--- config.mk ---
export PLATFORM = sky130hd
export DESIGN_NAME = id_ex_stage_reg
export DESIGN_NICKNAME = d
export VERILOG_FILES = /design/src/rtl/pkg_pipeline.sv /design/src/rtl/hazard_detect.sv /design/src/rtl/id_ex_stage_reg.sv
export SDC_FILE = /design/constraint.sdc
export NUM_CORES = 1
export LEC_CHECK = 0
export CORE_UTILIZATION = 40
export DETAILED_ROUTE_END_ITERATION = 7
export PLACE_DENSITY = 0.84
export SLEW_MARGIN = 5
export SYNTH_ARGS = -nofsm -noshare
export SYNTH_HDL_FRONTEND = slang
export SYNTH_HIERARCHICAL = 1
export SYNTH_SLANG_ARGS = --single-unit
--- constraint.sdc ---
create_clock -name clk -period 2.8 [get_ports clk]
set_input_delay 0.56 -clock clk [delete_from_list [all_inputs] [get_ports clk]]
set_output_delay 0.56 -clock clk [all_outputs]
set_load 0.02 [all_outputs]
--- src/rtl/pkg_pipeline.sv ---
// Shared pipeline types: ID/EX control bundle, ALU op classes and the all-zero bubble.
package pkg_pipeline;

  typedef enum logic [1:0] {
    AluOpAdd   = 2'b00,
    AluOpSub   = 2'b01,
    AluOpFunct = 2'b10,
    AluOpRsvd  = 2'b11
  } alu_op_e;

  typedef struct packed {
    logic    reg_write;
    logic    mem_to_reg;
    logic    mem_read;
    logic    mem_write;
    logic    alu_src;
    logic    reg_dst;
    logic    branch;
    alu_op_e alu_op;
  } ctrl_t;

  localparam ctrl_t BUBBLE = '0;

endpackage

--- src/rtl/hazard_detect.sv ---
// Load-use hazard detector: stalls PC and IF/ID while a load in EX feeds the instruction in ID.
module hazard_detect #(
  parameter int unsigned REG_W = 5
) (
  input  logic             ex_mem_read,
  input  logic [REG_W-1:0] ex_rt,
  input  logic [REG_W-1:0] id_rs,
  input  logic [REG_W-1:0] id_rt,
  input  logic             id_uses_rt,
  output logic             load_use,
  output logic             pc_write,
  output logic             if_id_write
);

  always_comb begin
    // $0 is never a real dependency, so a load to $0 must not stall.
    load_use    = ex_mem_read && (ex_rt != '0) &&
                  ((ex_rt == id_rs) || (id_uses_rt && (ex_rt == id_rt)));
    pc_write    = !load_use;
    if_id_write = !load_use;
  end

endmodule

--- src/rtl/id_ex_stage_reg.sv ---
// ID/EX pipeline register with load-use bubble insertion, branch flush, memory-stall hold
// and saturating bubble/flush event counters.
module id_ex_stage_reg
  import pkg_pipeline::*;
#(
  parameter int unsigned DATA_W = 32,
  parameter int unsigned REG_W  = 5,
  parameter int unsigned CNT_W  = 16
) (
  input  logic              clk,
  input  logic              rst_n,
  input  logic [REG_W-1:0]  id_rs,
  input  logic [REG_W-1:0]  id_rt,
  input  logic [REG_W-1:0]  id_rd,
  input  logic              id_uses_rt,
  input  logic [DATA_W-1:0] id_rdata1,
  input  logic [DATA_W-1:0] id_rdata2,
  input  logic [DATA_W-1:0] id_imm,
  input  logic [DATA_W-1:0] id_pc4,
  input  logic              id_reg_write,
  input  logic              id_mem_to_reg,
  input  logic              id_mem_read,
  input  logic              id_mem_write,
  input  logic              id_alu_src,
  input  logic              id_reg_dst,
  input  logic              id_branch,
  input  logic [1:0]        id_alu_op,
  input  logic              ex_flush,
  input  logic              hold,
  output logic [REG_W-1:0]  ex_rs,
  output logic [REG_W-1:0]  ex_rt,
  output logic [REG_W-1:0]  ex_rd,
  output logic [DATA_W-1:0] ex_rdata1,
  output logic [DATA_W-1:0] ex_rdata2,
  output logic [DATA_W-1:0] ex_imm,
  output logic [DATA_W-1:0] ex_pc4,
  output logic              ex_reg_write,
  output logic              ex_mem_to_reg,
  output logic              ex_mem_read,
  output logic              ex_mem_write,
  output logic              ex_alu_src,
  output logic              ex_reg_dst,
  output logic              ex_branch,
  output logic [1:0]        ex_alu_op,
  output logic              pc_write,
  output logic              if_id_write,
  output logic [CNT_W-1:0]  bubble_cnt,
  output logic [CNT_W-1:0]  flush_cnt
);

  ctrl_t              ctrl_q, ctrl_d, id_ctrl;
  logic [REG_W-1:0]   rs_q, rs_d, rt_q, rt_d, rd_q, rd_d;
  logic [DATA_W-1:0]  rdata1_q, rdata1_d, rdata2_q, rdata2_d;
  logic [DATA_W-1:0]  imm_q, imm_d, pc4_q, pc4_d;
  logic [CNT_W-1:0]   bubble_cnt_q, bubble_cnt_d, flush_cnt_q, flush_cnt_d;
  logic               load_use;

  hazard_detect #(
    .REG_W(REG_W)
  ) u_hazard_detect (
    .ex_mem_read (ctrl_q.mem_read),
    .ex_rt       (rt_q),
    .id_rs       (id_rs),
    .id_rt       (id_rt),
    .id_uses_rt  (id_uses_rt),
    .load_use    (load_use),
    .pc_write    (pc_write),
    .if_id_write (if_id_write)
  );

  always_comb begin
    id_ctrl = '{
      reg_write:  id_reg_write,
      mem_to_reg: id_mem_to_reg,
      mem_read:   id_mem_read,
      mem_write:  id_mem_write,
      alu_src:    id_alu_src,
      reg_dst:    id_reg_dst,
      branch:     id_branch,
      alu_op:     alu_op_e'(id_alu_op)
    };
  end

  always_comb begin
    ctrl_d       = ctrl_q;
    rs_d         = rs_q;
    rt_d         = rt_q;
    rd_d         = rd_q;
    rdata1_d     = rdata1_q;
    rdata2_d     = rdata2_q;
    imm_d        = imm_q;
    pc4_d        = pc4_q;
    bubble_cnt_d = bubble_cnt_q;
    flush_cnt_d  = flush_cnt_q;
    // Hold outranks flush so a taken branch sitting in EX survives a memory stall.
    if (hold) begin
      ctrl_d = ctrl_q;
    end else if (ex_flush || load_use) begin
      ctrl_d   = BUBBLE;
      rs_d     = '0;
      rt_d     = '0;
      rd_d     = '0;
      rdata1_d = '0;
      rdata2_d = '0;
      imm_d    = '0;
      pc4_d    = '0;
      if (ex_flush) begin
        if (flush_cnt_q != '1) flush_cnt_d = flush_cnt_q + CNT_W'(1);
      end else begin
        if (bubble_cnt_q != '1) bubble_cnt_d = bubble_cnt_q + CNT_W'(1);
      end
    end else begin
      ctrl_d   = id_ctrl;
      rs_d     = id_rs;
      rt_d     = id_rt;
      rd_d     = id_rd;
      rdata1_d = id_rdata1;
      rdata2_d = id_rdata2;
      imm_d    = id_imm;
      pc4_d    = id_pc4;
    end
  end

  always_ff @(posedge clk or negedge rst_n) begin
    if (!rst_n) begin
      ctrl_q       <= BUBBLE;
      rs_q         <= '0;
      rt_q         <= '0;
      rd_q         <= '0;
      rdata1_q     <= '0;
      rdata2_q     <= '0;
      imm_q        <= '0;
      pc4_q        <= '0;
      bubble_cnt_q <= '0;
      flush_cnt_q  <= '0;
    end else begin
      ctrl_q       <= ctrl_d;
      rs_q         <= rs_d;
      rt_q         <= rt_d;
      rd_q         <= rd_d;
      rdata1_q     <= rdata1_d;
      rdata2_q     <= rdata2_d;
      imm_q        <= imm_d;
      pc4_q        <= pc4_d;
      bubble_cnt_q <= bubble_cnt_d;
      flush_cnt_q  <= flush_cnt_d;
    end
  end

  assign ex_rs         = rs_q;
  assign ex_rt         = rt_q;
  assign ex_rd         = rd_q;
  assign ex_rdata1     = rdata1_q;
  assign ex_rdata2     = rdata2_q;
  assign ex_imm        = imm_q;
  assign ex_pc4        = pc4_q;
  assign ex_reg_write  = ctrl_q.reg_write;
  assign ex_mem_to_reg = ctrl_q.mem_to_reg;
  assign ex_mem_read   = ctrl_q.mem_read;
  assign ex_mem_write  = ctrl_q.mem_write;
  assign ex_alu_src    = ctrl_q.alu_src;
  assign ex_reg_dst    = ctrl_q.reg_dst;
  assign ex_branch     = ctrl_q.branch;
  assign ex_alu_op     = ctrl_q.alu_op;
  assign bubble_cnt    = bubble_cnt_q;
  assign flush_cnt     = flush_cnt_q;

endmodule

==> reports/results.ini, run 1 <==
[sta]
fin_crit_sh_pct = 97.09
rsz0062_at_grt = no
worstMarginPinSlew_ns = 0.8729
hold_slack_ns = 0.1292
fin_skew_ns = 0.009759
fin_ws_ns = 0.08148
slew_violations = 0
slew_headroom_pct = 41.81
hold_viol = 0
min_period_ns = 2.719
fmax_ghz = 0.3678
setup_violations = 0

[clock_tree]
cts-buffers-inserted = 17
clock_latency_ns = 0.42
htree_num_levels = 4
clkTransAtPathRegs_ns = 0.07
cts_sinks = 184
cts_tree = done
cts_hold_buf = 0
cts_buffer_depth = 2
cts_root_buffer = clkbuf_16

[floorplan]
io_pins = 343
dieArea_um2 = 18180
num_rows = 48
die_x_um = 134.8
core_area_um2 = 17240
die_height_um = 134.8
initial_core_util_pct = 40.95

[cells_and_area]
syn_to_final_growth_pct = 62.83
finalNetCount = 1005
diodes = 0
multi_input_area_um2 = 2305
layout-drive-gt1-share_pct = 7.692
seq_area_um2 = 4604
fill_cells = 1283

[synth]
ys_types = 41
synth_ff_type = dfrtp_1
async_flop_share_pct = 100.0
yosysSeqAreaShare_pct = 65.24
ys_seq_elements = 184
syn-cell-area_um2 = 7058
syn-mean-instance-area_um2 = 14.06
synthesis.nets = 661
synth-edff-count = 0
synthCells = 502
yosys_warnings = 6

[power]
total_power_mw = 7.187
power.density_nw_per_um2 = 625.4
pwr-share-comb_pct = 20.1
p_switching_mw = 1.881
switching_share_pct = 26.17
peakVddDrop_mv = 0.3958
p_leak_nw = 5.072
pwr-share-seq_pct = 42.4
p_clk_share_pct = 37.5
p_int_mw = 5.306

[placed_design]
pre_cts_ws_ns = -0.1762
hpwl_um = 14470
port_buffers = 342
gp_congestion = 0.8203

[detailed_routing]
drt_wl_total_um = 20460
via_per_inst = 5.302
antenna_left = 0
via_count = 5742
first_pass_iters = 4
drc = 0
drt_iter0_drc = 210
wl_per_cell_um = 18.89

[hold_path]
min-delay-path-class = input port to async pin

[outcome]
outcome = finished clean

[critical_path]
cp-start-kind = input port
crit_fanout = 2
path_class = input port to output pin
end_kind = output pin
worstRegToRegCells = 9
cp.required_ns = 2.24
reg2reg_slack_ns = 0.28
r2r_end = bubble_cnt[6]
cp.arrival_ns = 2.16
rr_startpoint = ex_rt[4]

[grt]
grt_max_degree = 85
grt_pass1_vias = 5867
overflow = 0
grt_pass1_wl_um = 31120
grt_usage_pct = 22.29
grt_antenna_before_repair = 0

[run]
cap_violations = 0

-- per-layer routing --
layer | wire (um) | track usage [%] | share of wire [%] | vias up
li1 | - | - | - | 2597
met1 | 7870 | 26.26 | 38 | 2839
met2 | 10200 | 37.40 | 50 | 262
met3 | 1754 | 7.170 | 8.6 | 44
met4 | 633 | 9.551 | 3.1 | 0
met5 | 0 | 0 | 0 | -
-- critical path, cell delays in order --
cell and delay [ns]:
clkdlybuf4s50_1 0.44, xnor2_1 0.22, nand4_1 0.18, o22ai_1 0.23
o211ai_1 0.16, dlygate4sd2_1 0.35
-- cells in the mapped netlist, types with 3 or more instances --
library cell / count / area (um2)
dfrtp_1: 184 / 4604
a22o_1: 152 / 1331
xnor2_1: 26 / 227.7
clkbuf_1: 24 / 90.09
nand2_1: 12 / 45.04
xor2_1: 12 / 105.1
nand4_1: 11 / 68.82
buf_2: 10 / 50.05
nand3_1: 9 / 45.04
nor2_1: 7 / 26.28
and3_1: 5 / 31.28
a21oi_1: 4 / 20.02
a211oi_1: 3 / 22.52
and4_1: 3 / 26.28
nor3_1: 3 / 15.01
nor4_1: 3 / 18.77
o211ai_1: 3 / 22.52
-- final cells by class --
class	count	share of cell area [%]
Clock buffer	19	3.941
Timing Repair Buffer	360	31.58
Clock inverter	12	1.840
Inverter	2	0.06532
Sequential cell	184	40.07
Tap cell	225	2.450
Multi-Input combinational cell	281	20.05
-- worst max path at each step --
stage / from / endpoint / slack, ns / cells past startpoint
2_1_floorplan: ex_rt[0] / pc_write / 0.53 / 3
3_3_place_gp: id_rt[3] / bubble_cnt[10] / -0.08 / 9
3_5_place_dp: id_rt[3] / bubble_cnt[6] / -0.18 / 10
4_1_cts: id_rt[3] / pc_write / 0.1 / 6
5_1_grt: id_rt[3] / pc_write / 0.01 / 6
6_report: id_rt[3] / pc_write / 0.08 / 6
-- power groups by stage --
stage	Sequential (mW)	Clock, mW	Combinational (mW)
after floorplan	3.35	0	0.331
after detailed placement	3.09	0	1.45
after global placement	3.09	0	1.43
after global routing	3.08	2.85	1.53
final	3.05	2.69	1.44
after CTS	3.05	2.74	1.46
-- cell families after synthesis --
logic type,count (synthesis),synth area share [%]
adder cells (fa/ha/maj),2,0.3545
AND/OR/NAND/NOR,69,6.417
multiplexers,2,0.3722
XOR/XNOR,38,4.715
buffers and inverters,37,2.198
AO/OA/AOI/OAI,170,20.71
flip-flops,184,65.24
-- repair_timing --
item / in CTS / in global routing
setup buffers: 0 / 0
setup endpoints to repair: 2 / 0
gates resized for setup: 2 / 0
-- through the flow --
stage                     cells  TNS, ns  cell area (um2)  utilization, %
after detailed placement   1052   -1.687            10830           62.83
after CTS                  1083        0            11490           66.67
after floorplan             502        0             7058               -
after global routing       1083        0            11490           66.67
after global placement     1052  -0.5628            10830           62.83
final                      1083        0            11490           66.67
-- layout by cell type, fill, tap and decap left out, types with 4 or more instances in the layout --
| master | count |
|---|---|
| buf_4 | 13 |
| nand4_1 | 11 |
| nor2_1 | 7 |
| xor2_1 | 12 |
| xnor2_1 | 26 |
| a21oi_1 | 4 |
| nand2_1 | 12 |
| nand3_1 | 9 |
| bufinv_16 | 5 |
| clkdlybuf4s50_1 | 338 |
| and3_1 | 5 |
| a22o_1 | 152 |
| buf_12 | 6 |
| dfrtp_1 | 184 |
| clkbuf_16 | 17 |
Note: power is estimated with default switching activity, not from simulation.
==> inputs of run 2 (changes only) <==
==> constraint.sdc (replaced) <==
create_clock -name clk -period 3.1 [get_ports clk]
set_input_delay 0.62 -clock clk [delete_from_list [all_inputs] [get_ports clk]]
set_output_delay 0.62 -clock clk [all_outputs]
set_load 0.02 [all_outputs]
==> run 2 against run 1 <==
Setup slack better by 0.38 ns. Critical path type unchanged. Highest routed layer unchanged. Cell area is 1.2% lower. Critical path depth stayed put. First-iteration DRC count is 26% higher. Combinational power is 10% lower. Wire length is 2.7% lower. Clock skew is 0.0019 ns higher. Core utilization is 0.78 points lower. Via count is 1.3% lower. Worst hold slack better by 0.075 ns.
==> reports/results.ini, run 2 (synthesis gave the netlist of run 1 again) <==
[sta]
rsz0062_at_grt = no
fin_crit_sh_pct = 85.06
min_period_ns = 2.637
slew_headroom_pct = 47.90  ; +6.1 points
fin_skew_ns = 0.01170  ; +0.001943 ns
setup_tns_ns = 0  ; unchanged
worstMarginPinSlew_ns = 0.7814  ; -0.09143 ns
fmax_ghz = 0.3792
fin_ws_ns = 0.4631  ; +0.3816 ns
hold_slack_ns = 0.2039  ; +0.07474 ns
slew_violations = 0  ; unchanged
hold_viol = 0  ; unchanged
setup_violations = 0  ; unchanged

[critical_path]
crit_fanout = 2  ; unchanged
cp.arrival_ns = 2.02  ; -0.14 ns
cp-start-kind = input port
path_class = input port to output pin
cp.required_ns = 2.48  ; +0.24 ns
end_kind = output pin

[cells_and_area]
stdcell_count = 1077  ; -0.55%
seq_area_um2 = 4604  ; unchanged
syn_to_final_growth_pct = 60.91
finalNetCount = 998  ; -0.70%
layout-drive-gt1-share_pct = 6.808  ; -0.88 points
diodes = 0  ; unchanged
layout_common_cells = 338 x clkdlybuf4s50_1, 184 x dfrtp_1, 152 x a22o_1, 26 x xnor2_1, 17 x clkbuf_16
multi_input_area_um2 = 2305  ; unchanged
fill_cells = 1258  ; -1.9%
layout_commonest_cell = clkdlybuf4s50_1

[clock_tree]
cts-buffers-inserted = 17  ; unchanged
clkTransAtPathRegs_ns = 0.07  ; about the same
clock_latency_ns = 0.43  ; about the same
cts_root_buffer = clkbuf_16
htree_num_levels = 4  ; unchanged
cts_sinks = 184  ; unchanged
post_cts_resized = 0  ; -2
post_cts_buffers = 0  ; unchanged
cts_tree = done
cts_buffer_depth = 2  ; unchanged
cts_hold_buf = 0  ; unchanged

[floorplan]
io_pins = 343  ; unchanged
initial_core_util_pct = 40.95  ; unchanged
dieArea_um2 = 18180  ; unchanged
die_x_um = 134.8  ; unchanged
core_area_um2 = 17240  ; unchanged
num_rows = 48  ; unchanged
die_height_um = 134.8  ; unchanged

[detailed_routing]
antenna_left = 0  ; unchanged
first_pass_iters = 4  ; unchanged
via_per_inst = 5.264  ; -0.72%
wl_per_cell_um = 18.48  ; -2.2%
via_count = 5669  ; -1.3%
drc = 0  ; unchanged
drt_wl_total_um = 19900  ; -2.7%
drt_iter0_drc = 264  ; +26%

[run]
cap_violations = 0  ; unchanged

[placed_design]
port_buffers = 342  ; unchanged
gp_congestion = 0.8078  ; -1.5%
dpl.cell_count = 1045  ; -0.67%
hpwl_um = 13970  ; -3.5%
pre_cts_ws_ns = 0.1175  ; +0.2937 ns

[power]
p_leak_nw = 4.993  ; -1.6%
total_power_mw = 6.164  ; -14%
power.density_nw_per_um2 = 542.7  ; -13%
peakVddDrop_mv = 0.3542  ; -11%

[grt]
grt_pass1_vias = 5612  ; -4.3%
grt_antenna_before_repair = 0  ; unchanged
grt_usage_pct = 21.93  ; -0.37 points
overflow = 0  ; unchanged
grt_max_degree = 76  ; -11%
grt_pass1_wl_um = 30550  ; -1.8%

[hold_path]
min-delay-path-class = input port to async pin

[outcome]
outcome = finished clean

run 2: cell count changes in the layout (fill, tap and decap cells not counted), sizes merged:
cell	delta
bufinv	-4
inv	-2
clkbuf	+2
dlymetal6s2s	+2
buf	-7
clkinv	+4
clkinvlp	+1
dlygate4sd2	-2
run 2: path summary, 6_finish.rpt:
| kind | slack, ns | to | cells past startpoint | from |
|---|---|---|---|---|
| worst max-delay path | 0.46 | if_id_write | 6 | id_rt[3] |
| worst min-delay path | 0.20 | ex_rdata2[25] | 1 | rst_n |
| worst max register to register | 0.68 | bubble_cnt[10] | 8 | ex_rt[3] |
| worst min register to register | 0.51 | flush_cnt[6] | 1 | flush_cnt[6] |
| max in group asynchronous | 2.13 | ex_imm[11] | 2 | rst_n |
| min in group clk | 0.51 | flush_cnt[6] | 1 | flush_cnt[6] |
run 2: critical path, cell delays in order:
cell	delay, ns
clkdlybuf4s50_1	0.49
xnor2_1	0.15
nand4_1	0.16
o22ai_1	0.20
o211ai_1	0.16
dlymetal6s2s_1	0.24
run 2: power by group:
group / switching [mW] / internal, mW / total [mW]
Sequential: 0.157 / 2.60 / 2.76
Clock: 0.948 / 1.17 / 2.11
Combinational: 0.595 / 0.699 / 1.29
Total: 1.70 / 4.46 / 6.16
run 2: per-stage QoR:
step	area (um2)	utilization (%)
floorplan	7058	-
global placement	10780	62.53
detailed placement	10780	62.53
CTS	11350	65.86
global route	11360	65.89
finish	11360	65.89
run 2: area by class of cell:
| class | count | share of cell area (%) |
|---|---|---|
| Timing Repair Buffer | 353 | 31.56 |
| Multi-Input combinational cell | 281 | 20.29 |
| Inverter | 2 | 0.06610 |
| Clock buffer | 21 | 4.054 |
| Sequential cell | 184 | 40.54 |
| Tap cell | 225 | 2.479 |
| Clock inverter | 11 | 1.003 |
run 2: metal layers:
layer  GRT usage, %  vias up  part of all wire, %
li1               -     2585                    -
met1          26.61     2820                   40
met2          36.71      242                   50
met3          7.845       22                  8.6
met4          6.305        0                  1.5
met5              0        -                    0
